===== config.mk =====
export PLATFORM = sky130hd
export DESIGN_NAME = stage_mem
export DESIGN_NICKNAME = d
export VERILOG_FILES = /design/src/rtl/stage_mem.sv
export SDC_FILE = /design/constraint.sdc
export NUM_CORES = 1
export LEC_CHECK = 0
export CELL_PAD_IN_SITES_DETAIL_PLACEMENT = 0
export CELL_PAD_IN_SITES_GLOBAL_PLACEMENT = 1
export CORE_AREA = 5 5 149 151
export CTS_CLUSTER_DIAMETER = 60
export DETAILED_ROUTE_END_ITERATION = 6
export DIE_AREA = 0 0 154 156
export MAX_ROUTING_LAYER = met4
export PLACE_DENSITY_LB_ADDON = 0.1
export SLEW_MARGIN = 10
export SYNTH_ARGS = -nofsm -noshare
export SYNTH_HDL_FRONTEND = slang
export SYNTH_SLANG_ARGS = --single-unit
export TNS_END_PERCENT = 10

===== constraint.sdc =====
create_clock -name clk -period 3 [get_ports clk]
set_clock_uncertainty 0.1 [all_clocks]
set_input_delay 0.6 -clock clk [delete_from_list [all_inputs] [get_ports clk]]
set_output_delay 0.6 -clock clk [all_outputs]
set_load 0.05 [all_outputs]

===== src/rtl/stage_mem.sv =====
// Memory stage of the 3-stage RISC-V pipeline.
// Issues loads/stores over a req/gnt/rvalid port, aligns and extends load data,
// stalls upstream while an access is outstanding, and registers the W stage.
//
// Handshake: dmem_req is a valid that, once raised, stays high with address,
// we, wdata and wstrb stable until the cycle dmem_gnt is sampled high; that
// cycle is the transfer. For loads, dmem_rvalid qualifies dmem_rdata and comes
// no earlier than the cycle after gnt. There is no back-pressure on rvalid.
module stage_mem #(
  parameter int XLEN = 32
) (
  input  logic            clk,
  input  logic            rst_n,
  input  logic            valid_M,
  input  logic [XLEN-1:0] alu_out_M,
  input  logic [XLEN-1:0] store_data_M,
  input  logic            mem_read_M,
  input  logic            mem_write_M,
  input  logic [2:0]      funct3_M,
  input  logic [XLEN-1:0] jump_result_plus4_M,
  input  logic [1:0]      wb_sel_M,
  input  logic            reg_write_M,
  input  logic [4:0]      rd_M,
  output logic            dmem_req,
  output logic            dmem_we,
  output logic [XLEN-1:0] dmem_addr,
  output logic [XLEN-1:0] dmem_wdata,
  output logic [3:0]      dmem_wstrb,
  input  logic            dmem_gnt,
  input  logic            dmem_rvalid,
  input  logic [XLEN-1:0] dmem_rdata,
  output logic            stall_M,
  output logic            misalign_M,
  output logic [XLEN-1:0] alu_outW,
  output logic [XLEN-1:0] mem_resultW,
  output logic [XLEN-1:0] jump_result_plus4W,
  output logic [1:0]      wb_selW,
  output logic            reg_writeW,
  output logic [4:0]      rdW,
  output logic [1:0]      memStateDbg
);

  typedef enum logic [1:0] {
    IDLE = 2'd0,
    REQ  = 2'd1,
    RESP = 2'd2
  } memState_t;

  memState_t state;

  logic            memop;
  logic            isLoad;
  logic            isStore;
  logic            misalign;
  logic            alignedMemop;
  logic            issue;
  logic            complete;
  logic [1:0]      addrLo;
  logic [1:0]      addrLoCap;
  logic [2:0]      funct3Cap;
  logic [XLEN-1:0] shifted;
  logic [XLEN-1:0] loadVal;

  // A load wins when both read and write are decoded.
  assign memop   = valid_M & (mem_read_M | mem_write_M);
  assign isLoad  = mem_read_M;
  assign isStore = mem_write_M & ~mem_read_M;
  assign addrLo  = alu_out_M[1:0];

  // Halfwords need addr[0]=0, words need addr[1:0]=0; the sign bit of
  // funct3 does not affect size.
  always_comb begin
    misalign = 1'b0;
    case (funct3_M[1:0])
      2'b01:   misalign = addrLo[0];
      2'b10:   misalign = (addrLo != 2'b00);
      default: misalign = 1'b0;
    endcase
  end

  assign alignedMemop = memop & ~misalign;

  // Request is live for a fresh aligned access in IDLE and held through REQ.
  assign issue = ((state == IDLE) & alignedMemop) | (state == REQ);

  // Decide whether the instruction in M leaves the stage this cycle.
  always_comb begin
    complete = 1'b0;
    case (state)
      IDLE:    complete = (valid_M & ~memop) | (alignedMemop & isStore & dmem_gnt);
      REQ:     complete = isStore & dmem_gnt;
      RESP:    complete = dmem_rvalid;
      default: complete = 1'b0;
    endcase
  end

  assign dmem_req    = rst_n & issue;
  assign dmem_we     = dmem_req & isStore;
  assign dmem_addr   = {alu_out_M[XLEN-1:2], 2'b00};
  assign stall_M     = rst_n & ~complete & (((state == IDLE) & alignedMemop) | (state != IDLE));
  assign misalign_M  = rst_n & (state == IDLE) & memop & misalign;
  assign memStateDbg = state;

  // Replicate store data across byte lanes and build the byte strobes.
  always_comb begin
    dmem_wdata = store_data_M;
    dmem_wstrb = 4'b0000;
    case (funct3_M[1:0])
      2'b00: begin
        dmem_wdata = {4{store_data_M[7:0]}};
        if (isStore) dmem_wstrb = 4'b0001 << addrLo;
      end
      2'b01: begin
        dmem_wdata = {2{store_data_M[15:0]}};
        if (isStore) dmem_wstrb = 4'b0011 << addrLo;
      end
      default: begin
        dmem_wdata = store_data_M;
        if (isStore) dmem_wstrb = 4'b1111;
      end
    endcase
  end

  // Extract the addressed byte/half using the offset captured at gnt.
  assign shifted = dmem_rdata >> {addrLoCap, 3'b000};

  always_comb begin
    loadVal = dmem_rdata;
    case (funct3Cap)
      3'b000:  loadVal = {{24{shifted[7]}}, shifted[7:0]};
      3'b001:  loadVal = {{16{shifted[15]}}, shifted[15:0]};
      3'b010:  loadVal = shifted;
      3'b100:  loadVal = {24'h0, shifted[7:0]};
      3'b101:  loadVal = {16'h0, shifted[15:0]};
      default: loadVal = dmem_rdata;
    endcase
  end

  // Access FSM; addr offset and funct3 are latched when a load is granted.
  always_ff @(posedge clk or negedge rst_n) begin
    if (!rst_n) begin
      state     <= IDLE;
      addrLoCap <= 2'b00;
      funct3Cap <= 3'b000;
    end else begin
      case (state)
        IDLE: begin
          if (alignedMemop) begin
            if (dmem_gnt) begin
              if (isLoad) begin
                state     <= RESP;
                addrLoCap <= addrLo;
                funct3Cap <= funct3_M;
              end
            end else begin
              state <= REQ;
            end
          end
        end
        REQ: begin
          if (dmem_gnt) begin
            if (isLoad) begin
              state     <= RESP;
              addrLoCap <= addrLo;
              funct3Cap <= funct3_M;
            end else begin
              state <= IDLE;
            end
          end
        end
        RESP: begin
          if (dmem_rvalid) state <= IDLE;
        end
        default: state <= IDLE;
      endcase
    end
  end

  // W-stage registers: load on completion, otherwise insert a bubble and
  // hold the data fields.
  always_ff @(posedge clk or negedge rst_n) begin
    if (!rst_n) begin
      alu_outW           <= '0;
      mem_resultW        <= '0;
      jump_result_plus4W <= '0;
      wb_selW            <= 2'b00;
      reg_writeW         <= 1'b0;
      rdW                <= 5'd0;
    end else if (complete) begin
      alu_outW           <= alu_out_M;
      mem_resultW        <= (state == RESP) ? loadVal : '0;
      jump_result_plus4W <= jump_result_plus4_M;
      wb_selW            <= wb_sel_M;
      reg_writeW         <= reg_write_M;
      rdW                <= rd_M;
    end else begin
      wb_selW    <= 2'b00;
      reg_writeW <= 1'b0;
      rdW        <= 5'd0;
    end
  end

endmodule


Word-level counts from Yosys, hierarchy flattened
Index checks and enable logic that the tools add are counted.
{ "totals": {"memories": 0, "romBits": 0, "latchBits": 0, "regBits": 111, "inputBits": 146, "ramBits": 0, "elab_cells": 82} }
{ "op_classes": {"n_lt_le_gt_ge": 0, "shifts": 3, "n_eq_ne": 12, "n_bitwise": 23, "n_mux": 27, "n_div": 0, "multipliers": 0, "n_reduce_logical": 8, "n_addsub": 0} }
{ "op_table": {"columns": ["op", "count"], "rows": [
  ["$pmux W32 S5", 1],
  ["$pmux W32 S2", 1],
  ["$mux W32", 1],
  ["$shr A32 B5 Y32", 1],
  ["$mux W2", 10],
  ["$and A1 B1 Y1", 15],
  ["$mux W4", 3],
  ["$mux W3", 3],
  ["$pmux W4 S2", 1],
  ["$eq A3 B3 Y1 const B", 2],
  ["$ne A2 B2 Y1 const B", 3],
  ["$pmux W2 S3", 1],
  ["$pmux W3 S2", 1],
  ["$reduce_bool A2 Y1", 3],
  ["$mux W5", 1],
  ["$eq A2 B1 Y1 const B", 2],
  ["$eq A2 B2 Y1 const B", 2],
  ["$logic_not A2 Y1", 2],
  ["$not A1 Y1", 4],
  ["$or A1 B1 Y1", 4],
  ["$pmux W2 S2", 1],
  ["$reduce_and A4 Y1", 1],
  ["$shl A1 B2 Y4 const A", 1],
  ["$shl A2 B2 Y4 const A", 1],
  ["other kinds (8)", 8]
]} }

Depth between registers and ports, before layout
{ "logic_depth": {"ltp_word": 11, "ltp_mapped": 9} }

Worst setup path before layout
No wires, ideal clock.
{ "synth_timing": {"kind": "register to output", "startpoint": "reg state[0] (netlist: memStateDbg[0])", "endpoint": "out misalign_M", "arrival_ps": 2291, "n_path_buf": 1, "path_stages_with_launch": 4, "required_ps": 2300, "setup_slack_ps": 9, "path_cell_list": "dfrtp_1 buf_4 or3b_4 nor3_1"} }
{ "synth_between": {"elab_chain_cells": 4} }
{ "synth_rtl": {"columns": ["element", "line_no", "source"], "rows": [
  ["start: declaration", "49", "memState_t state;"],
  ["start signal: assignment", "142", "state <= IDLE;"],
  ["start signal: assignment", "151", "state <= RESP;"],
  ["start signal: assignment", "156", "state <= REQ;"],
  ["$logic_not A2 Y1", "101", "assign misalign_M = rst_n & (state == IDLE) & memop & misalign;"],
  ["$and A1 B1 Y1 (3 in a row)", "101", null],
  ["end: declaration", "33", "output logic misalign_M,"]
]} }
Every way passes these cells.

Worst setup path after layout
{ "layout_timing": {"startpoint": "in mem_read_M", "endpoint": "out dmem_we"} }
{ "layout_between": {"elab_chain_cells": 7, "elab_cells_between_ends": 9} }
{ "layout_rtl": {"columns": ["element", "line_no", "source"], "rows": [
  ["start: declaration", "17", "input logic mem_read_M,"],
  ["$or A1 B1 Y1", "65", "assign memop = valid_M & (mem_read_M | mem_write_M);"],
  ["$and A1 B1 Y1", "65", null],
  ["$and A1 B1 Y1", "81", "assign alignedMemop = memop & ~misalign;"],
  ["$and A1 B1 Y1", "84", "assign issue = ((state == IDLE) & alignedMemop) | (state == REQ);"],
  ["$or A1 B1 Y1", "84", null],
  ["$and A1 B1 Y1", "97", "assign dmem_req = rst_n & issue;"],
  ["$and A1 B1 Y1 *", "98", "assign dmem_we = dmem_req & isStore;"],
  ["end: declaration", "25", "output logic dmem_we,"]
]} }
Every way passes the cells marked *; elsewhere a longest branch is shown, timed or not.

==> results_dict.tcl <==
set metrics [dict create \
    status "completed" \
    grt_pass1_vias 5569 \
    cellLeakagePower_nw 4.22 \
    synthCells 533 \
    die_w_um 154 \
    cp.arrival_ns 2.18 \
    initial_core_util 0.296 \
    mappedNetlistArea_mm2 0.00611 \
    cts.sinks 111 \
    drt_iter0_markers 258 \
    ys_seq_area_frac 0.454 \
    antenna_found_initial 2 \
    cap_viol_max_count 0 \
    final_cell_mix "clkdlybuf4s50_1 (276), dfrtp_1 (111), buf_4 (59)" \
    cts_resized 8 \
    powerDensity_mw_per_mm2 814 \
    cp_max_fo 4 \
    root_buffer "clkbuf_16" \
    vias 5305 \
    ios 324 \
    tritoncts "yes" \
    async_reset_ff_frac 1.00 \
    instances_no_fill 1111 \
    placed_cells 1093 \
    period_needed_ns 2.88 \
    ant_nets 0 \
    relSlewSlack 0.450 \
    finalHoldViolations 0 \
    slew_violations 0 \
    synth_top_flop_cell "dfrtp_1" \
    clk_latency_ns 0.35 \
    finalSetupViolCount 0 \
    clock.fmax_ghz 0.348 \
    grtUsageMet3 0.0469 \
    grt_pass1_wl_um 30500 \
    endpoint_kind "primary output" \
    finalCritPeriodShare 0.959 \
    grtUsageMet1 0.201 \
    avgSynthCellArea_um2 11.5 \
    core_mm2 0.0207 \
    crit_required_ns 2.30 \
    grt_usage 0.166 \
    first_pass_iters 4 \
    place_area_mm2 0.00958 \
    fin_area_mm2 0.00986 \
    gp_congestion 0.776 \
    busiest_layer "met2" \
    final_common_cell "clkdlybuf4s50_1" \
    rsz0062_at_grt "no" \
    fin_nets 982 \
    critPathMaxStageDelay_ns 0.41 \
    postCtsSetupBuffers 0 \
    peakVddDrop_mv 0.372 \
    dieArea_mm2 0.0240 \
    viasPerCell 4.77 \
    clk_path_buf_depth 2 \
    htreeDepth 3 \
    ys_warn_count 0 \
    grt.overflow.total 0 \
    worstHoldPathType "in -> async" \
    clk_pin_slew_ns 0.07 \
    cts_buffers 9 \
    die_h_um 156 \
    rows 53 \
    worstPathCellList "clkdlybuf4s50_1 > or2_2 > a31o_2 > nor2b_2 > and4b_2 > buf_12" \
    drive_gt1_frac 0.228 \
    synth-edff-count 0 \
    hpwl_um 15800 \
    grt_max_degree 112 \
    crit_path_start_kind "primary input" \
    grtUsageMet2 0.269 \
    wl_per_cell_um 18.2 \
    route.detailed.drc 0 \
    tightest_slew_ns 0.825 \
    ys_types 55 \
    area_growth_pct 61.3 \
    totalWireLength_um 20200 \
    crit_type "in -> out" \
    crit_slowest_cell "clkdlybuf4s50_1" \
    synth_seq_cells 111 \
    placement.io_buffers 321 \
    cts_hold_buf 0 \
]
-- kinds of logic after synthesis --
| logic type | synth area share |
|---|---|
| AOI/OAI and AO/OA | 0.149 |
| DFF | 0.454 |
| and+or+nand+nor | 0.0855 |
| muxes | 0.203 |
| buffers and inverters | 0.0933 |
| adders and majority gates | 0.0143 |
| other | 0.000613 |
-- metrics by stage --
step / util / hold slack (ns) / worst slack (ns) / setup TNS, ns / power [W]
after floorplan: - / 0.204 / 0.00864 / 0 / 0.00529
after global placement: 0.463 / 0.374 / -0.110 / -1.20 / 0.00690
after detailed placement: 0.463 / 0.377 / -0.164 / -2.93 / 0.00696
after CTS: 0.477 / 0.346 / 0.119 / 0 / 0.00814
after global routing: 0.477 / 0.354 / 0.0187 / 0 / 0.00842
final: 0.477 / 0.307 / 0.124 / 0 / 0.00803
-- synth_stat cells, drive strengths merged (2+ instances only) --
cell type	count	share of area
nor3	4	0.0033
clkbuf	17	0.011
a22o	8	0.011
a21oi	14	0.013
nand2b	4	0.0041
and2	12	0.012
mux2	84	0.17
mux2i	18	0.029
a31o	2	0.0029
a221o	8	0.013
o2111ai	7	0.010
buf	57	0.073
o2bb2ai	14	0.020
o21ai	20	0.017
o32ai	9	0.013
nand2	42	0.026
ha	7	0.014
or2	3	0.0031
inv	15	0.0092
and4b	2	0.0033
a22oi	11	0.014
nor2b	5	0.0051
o211ai	15	0.019
dfrtp	111	0.45
or3	7	0.0072
nor2	19	0.012
-- power by group --
part	internal, W	switching (W)	leakage [nW]
clock network	0.000572	0.000564	0.127
logic	0.00179	0.00284	2.72
registers	0.00196	0.000308	1.38
total	0.00432	0.00371	4.22
-- final timing paths --
check / startpoint / to / slack [ns] / cells past startpoint
worst min register to register: mem_resultW[12] / mem_resultW[12] / 0.39 / 1
worst max register to register: memStateDbg[1] / mem_resultW[26] / 0.68 / 7
min in group clk: mem_resultW[12] / mem_resultW[12] / 0.39 / 1
max in group asynchronous: rst_n / mem_resultW[15] / 2.01 / 2
worst min-delay path: rst_n / mem_resultW[21] / 0.31 / 2
worst max-delay path: mem_read_M / dmem_we / 0.12 / 6
-- worst max-delay path: cells and delay by family --
family	cells	cell delay, ns
AO/OA/AOI/OAI	1	0.25
buffers and inverters	2	0.56
AND/OR/NAND/NOR	3	0.75
-- metal layers --
| layer | wire length, µm | up-vias |
|---|---|---|
| met1 | 8250 | 2586 |
| li1 | - | 2488 |
| met2 | 9980 | 204 |
| met5 | 0 | - |
| met4 | 459 | 0 |
| met3 | 1500 | 27 |
-- layout make-up --
cell class,instances,area (µm²)
Fill cell,1938,10800
Timing Repair Buffer,358,3620
Multi-Input combinational cell,334,2790
Sequential cell,111,2780
Tap cell,275,344
Clock buffer,11,233
Inverter,15,56.3
Clock inverter,5,41.3
Antenna cell,2,5.00
-- flip-flops by register name, summed over array words and instances, names as in the netlist --
signal              flops
memStateDbg             2
funct3Cap               3
addrLoCap               2
mem_resultW            32
wb_selW                 2
reg_writeW              1
alu_outW               32
rdW                     5
jump_result_plus4W     32
(Power assumes the default switching activity.)
